File: src/rtl/sync_fifo_param.sv
// sync_fifo_param: single-clock FIFO with parameterised width and depth.
// It has programmable almost-full and almost-empty thresholds.
// It supports standard or first-word-fall-through reads.
// Overflow and underflow error flags are sticky.
//
// Ports
//   clk, rst       : clock; synchronous active-high reset
//   wr, in         : write request and write data
//   rd             : read request (in FWFT mode it pops the word shown on out)
//   err_clr        : clears the sticky overflow/underflow flags
//   out            : read data
//   full, empty    : count == DEPTH, count == 0
//   almost_full    : count >= AF_LEVEL
//   almost_empty   : count <= AE_LEVEL
//   count          : current occupancy
//   overflow       : sticky; a write was attempted while full
//   underflow      : sticky; a read was attempted while empty
//
// Port names are kept unsuffixed so a checker module can bind with .*.
module sync_fifo_param #(
    parameter  int WIDTH    = 8,
    parameter  int DEPTH    = 16,
    parameter  int AF_LEVEL = DEPTH - 2,
    parameter  int AE_LEVEL = 2,
    parameter  bit FWFT     = 1'b0,
    localparam int CW       = $clog2(DEPTH + 1)
) (
    input  logic             clk,
    input  logic             rst,
    input  logic             wr,
    input  logic             rd,
    input  logic [WIDTH-1:0] in,
    input  logic             err_clr,
    output logic [WIDTH-1:0] out,
    output logic             full,
    output logic             empty,
    output logic             almost_full,
    output logic             almost_empty,
    output logic [CW-1:0]    count,
    output logic             overflow,
    output logic             underflow
);

    localparam int AW = $clog2(DEPTH);

    logic [WIDTH-1:0] mem_q [DEPTH];
    logic [AW-1:0]    wr_ptr_q, wr_ptr_d;
    logic [AW-1:0]    rd_ptr_q, rd_ptr_d;
    logic [CW-1:0]    count_q, count_d;
    logic             ovf_q, ovf_d;
    logic             unf_q, unf_d;
    logic             wr_acc, rd_acc;

    // Acceptance uses the flags from the start of the cycle.
    // A read at full therefore never makes room for a same-cycle write.
    // A write at empty never feeds a same-cycle read.
    assign wr_acc = wr && !full;
    assign rd_acc = rd && !empty;

    always_comb begin
        wr_ptr_d = wr_ptr_q;
        rd_ptr_d = rd_ptr_q;
        count_d  = count_q;
        if (wr_acc) wr_ptr_d = wr_ptr_q + AW'(1);
        if (rd_acc) rd_ptr_d = rd_ptr_q + AW'(1);
        unique case ({wr_acc, rd_acc})
            2'b10:   count_d = count_q + CW'(1);
            2'b01:   count_d = count_q - CW'(1);
            default: count_d = count_q;
        endcase
    end

    // A set event beats a simultaneous clear, so no error is lost.
    always_comb begin
        ovf_d = err_clr ? 1'b0 : ovf_q;
        unf_d = err_clr ? 1'b0 : unf_q;
        if (wr && full)  ovf_d = 1'b1;
        if (rd && empty) unf_d = 1'b1;
    end

    always_ff @(posedge clk) begin
        if (rst) begin
            wr_ptr_q <= '0;
            rd_ptr_q <= '0;
            count_q  <= '0;
            ovf_q    <= 1'b0;
            unf_q    <= 1'b0;
        end else begin
            wr_ptr_q <= wr_ptr_d;
            rd_ptr_q <= rd_ptr_d;
            count_q  <= count_d;
            ovf_q    <= ovf_d;
            unf_q    <= unf_d;
        end
    end

    // Storage is not reset.
    // Stale entries are unreachable once the pointers return to zero.
    always_ff @(posedge clk) begin
        if (!rst && wr_acc) mem_q[wr_ptr_q] <= in;
    end

    generate
        if (FWFT) begin : g_fwft
            // The head word is presented combinationally.
            // It is forced to zero while empty so stale data never leaks out.
            assign out = empty ? '0 : mem_q[rd_ptr_q];
        end else begin : g_std
            logic [WIDTH-1:0] out_q;
            always_ff @(posedge clk) begin
                if (rst)         out_q <= '0;
                else if (rd_acc) out_q <= mem_q[rd_ptr_q];
            end
            assign out = out_q;
        end
    endgenerate

    assign count        = count_q;
    assign full         = (count_q == CW'(DEPTH));
    assign empty        = (count_q == '0);
    assign almost_full  = (count_q >= CW'(AF_LEVEL));
    assign almost_empty = (count_q <= CW'(AE_LEVEL));
    assign overflow     = ovf_q;
    assign underflow    = unf_q;

endmodule
File: config.mk
export PLATFORM = sky130hd
export DESIGN_NAME = sync_fifo_param
export DESIGN_NICKNAME = d
export VERILOG_FILES = /design/src/rtl/sync_fifo_param.sv
export SDC_FILE = /design/constraint.sdc
export NUM_CORES = 1
export LEC_CHECK = 0
export CAP_MARGIN = 0
export CORE_ASPECT_RATIO = 0.7
export CORE_MARGIN = 2
export CORE_UTILIZATION = 40
export DETAILED_ROUTE_END_ITERATION = 12
export PLACE_DENSITY = 0.56
export SETUP_SLACK_MARGIN = 0.5
export SYNTH_ARGS = -nofsm -noshare
export SYNTH_HDL_FRONTEND = slang
export SYNTH_SLANG_ARGS = --single-unit
File: constraint.sdc
create_clock -name clk -period 2.8 [get_ports clk]
set_clock_uncertainty 0.1 [all_clocks]
set_input_delay 0.28 -clock clk [delete_from_list [all_inputs] [get_ports clk]]
set_output_delay 0.28 -clock clk [all_outputs]
set_load 0.05 [all_outputs]
==> impl_metrics.json <==
{
  "cts_buffers": 17,
  "status": "completed",
  "worst_pin_slew_ns": 0.726,
  "drive_gt1_frac": 0.220,
  "async_reset_ff_frac": 0,
  "hold_viol_final": 0,
  "rsz0062_at_grt": "yes",
  "min_path_type": "flip-flop to flip-flop",
  "clockBufferDepth": 2,
  "synth.area.top_cells": "edfxtp_1 64%, dfxtp_1 7.6%, mux4_2 6.0%, mux2i_1 5.7%, nor2_1 3.3%",
  "path_clk_slew_ns": 0.06,
  "seq_area_frac_synth": 0.715,
  "multiInputGateArea_sq_um": 1650,
  "synth-seq-cells": 151,
  "nets": 460,
  "relSlewSlack": 0.515,
  "cts_tree": "done",
  "cp_slowest_cell": "dfxtp_4",
  "critical_path.max_stage_delay_ns": 0.36,
  "holdCritStartpoint": "out[5]",
  "crit_arrival_ns": 2.79,
  "fin_crit_sh": 0.922,
  "min_path_cells": 2,
  "fill_cells": 1227,
  "grt_overflow": 0,
  "grt_antenna_before_repair": 0,
  "area_growth_pct": 22.5,
  "rows": 37,
  "place.gp.congestion": 0.803,
  "postSynthCellCount": 372,
  "power-per-cell-area_nw_per_um2": 903,
  "grt_pass1_vias": 3408,
  "root_buffer": "clkbuf_16",
  "via_per_inst": 5.17,
  "regArea_sq_um": 4320,
  "reg2reg_to": "count[4]",
  "ctsHoldBuffers": 0,
  "dominantRegCellSynth": "edfxtp_1",
  "ys_types": 36,
  "power.total_uw": 6660,
  "vias": 3337,
  "grt_usage": 0.175,
  "crit_fanout": 5,
  "ant_nets": 0,
  "synthMostInstantiatedCell": "edfxtp_1",
  "wl_per_cell_um": 20.1,
  "synth.top_cell.area_share": 0.638,
  "syn_avg_cell_area_sq_um": 16.2,
  "io_pins": 32,
  "yosysWarnings": 0,
  "min_to": "out[5]",
  "synth_top_area_cell": "edfxtp_1",
  "reg2reg_from": "count[3]",
  "chipHeight_um": 107,
  "cp-startpoint": "count[3]",
  "syn_area_sq_um": 6020,
  "dp_hpwl_mm": 8.15,
  "die-width_um": 151,
  "path_class": "flip-flop to flip-flop",
  "dieArea_sq_um": 16100,
  "drt_iter0_markers": 278,
  "worstPathRequired_ns": 3.01,
  "diodes": 0,
  "fmax_mhz": 387,
  "clk_latency_ns": 0.42,
  "core_area_sq_um": 14700,
  "r2r_slack_ns": 0.22,
  "drt-total-wl_mm": 13.0,
  "grt_max_degree": 51,
  "drc": 0,
  "fin_crit_ns": 2.58,
  "fin_setup_tns_ns": 0,
  "path_cells": "nor4_4 > a21boi_2 > inv_2 > ha_4 > inv_4 > fa_2 > nor2b_4 > o21ai_2 > nand3_1 > or3b_1 > mux2_4",
  "drv_cap": 0,
  "start_util": 0.409,
  "vdd_drop_max_v": 0.000462,
  "ys_top_cells_by_count": "128 x edfxtp_1, 53 x nor2_1, 34 x mux2i_1, 23 x dfxtp_1",
  "clock_sinks": 151,
  "grt_pass1_wl_mm": 19.9,
  "synth-edff-count": 128,
  "io_buffer_count": 31,
  "maxSlewViolCount": 0,
  "start_kind": "flip-flop",
  "syn-num-nets": 395,
  "dr.pass1.iters": 4,
  "p_leak_uw": 0.00240,
  "crit_path_end_kind": "flip-flop",
  "setup_violations": 0,
  "cts.htree.levels": 4,
  "r2r_cells": 11
}
==> kinds of logic (layout without fill, tap and decap cells) <==
| kind of cell | after synthesis | after routing | share of synthesized area |
|---|---|---|---|
| AO/OA/AOI/OAI | 44 | 44 | 0.0515 |
| XOR/XNOR | 8 | 8 | 0.0116 |
| adder cells (fa/ha/maj) | 10 | 10 | 0.0220 |
| buffers and inverters | 28 | 106 | 0.0226 |
| flip-flops | 151 | 151 | 0.715 |
| multiplexers | 51 | 51 | 0.118 |
| AND/OR/NAND/NOR | 80 | 80 | 0.0592 |
==> power breakdown <==
group          total (uW)  switching (uW)  internal, uW  leakage, uW
sequential           2710             116          2590      0.00135
clock                2130             905          1230     0.000260
combinational        1820            1110           710     0.000797
total                6660            2130          4530      0.00240
==> how the worst max path moves through the flow <==
stage | end | slack (ns) | depth (start not counted)
4_1_cts | count[4] | 0.23 | 11
5_1_grt | count[4] | 0.11 | 11
3_3_place_gp | count[4] | 0.02 | 10
6_report | count[4] | 0.22 | 11
2_1_floorplan | count[4] | 0.11 | 11
3_5_place_dp | count[4] | 0.01 | 10
==> routing by layer <==
| metal | wire length, um | global-route usage | vias to the layer above |
|---|---|---|---|
| met4 | 114 | 0.0581 | 0 |
| met2 | 5660 | 0.247 | 83 |
| met1 | 6220 | 0.258 | 1674 |
| met5 | 0 | 0 | - |
| met3 | 996 | 0.0502 | 7 |
| li1 | - | - | 1573 |
==> placed cells by master (no fill, tap or decap), types with 2 or more instances in the layout <==
cell type / count
xnor2_1: 3
clkinv_1: 4
mux4_2: 16
xor2_1: 5
ha_4: 2
and2_1: 2
nor2b_1: 3
nor2_1: 53
clkinvlp_4: 3
nand4_1: 2
a21oi_1: 3
edfxtp_1: 128
dfxtp_1: 17
nand2_1: 9
dfxtp_4: 5
clkbuf_2: 2
ha_1: 7
a21oi_2: 2
a311oi_1: 8
buf_4: 33
clkdlybuf4s50_1: 27
inv_6: 4
clkbuf_16: 17
o22ai_1: 16
a22oi_1: 10
mux2i_1: 34
nand3b_1: 2
nand3_1: 3
inv_1: 7
==> area by class of cell <==
type / count / share of cell area
Sequential cell: 151 / 0.586
Multi-Input combinational cell: 193 / 0.224
Timing Repair Buffer: 65 / 0.0772
Clock buffer: 18 / 0.0582
Tap cell: 195 / 0.0331
Clock inverter: 14 / 0.0166
Inverter: 9 / 0.00492
==> repair_timing <==
item | CTS | global route
cloned | 0 | 0
pin swaps | 9 | 9
setup endpoints to repair | 4 | 5
buffers inserted | 8 | 4
gates resized for setup | 11 | 6
==> sequential cells by signal, indices dropped and copies added, names as in the netlist <==
signal     cells
count          5
overflow       1
mem_q        128
underflow      1
rd_ptr_q       4
wr_ptr_q       4
out            8
==> per-stage QoR <==
stage	utilization	cell area (sq um)	setup WS [ns]	instances	hold slack (ns)
after global routing	0.501	7380	0.107	645	0.419
after global placement	0.456	6710	0.0236	601	0.386
after CTS	0.499	7350	0.228	641	0.401
after detailed placement	0.456	6710	0.0110	601	0.393
after floorplan	-	6080	0.107	372	0.279
final	0.501	7380	0.217	645	0.398
==> worst max-delay path: cells and delay by family, from the launching register on <==
| kind | cells | cell delay (ns) |
|---|---|---|
| buffers and inverters | 2 | 0.12 |
| AOI/OAI and AO/OA | 2 | 0.19 |
| DFF | 1 | 0.36 |
| adders and majority gates | 2 | 0.52 |
| and+or+nand+nor | 4 | 0.88 |
| muxes | 1 | 0.30 |
Note: power is estimated with default switching activity, not from simulation.
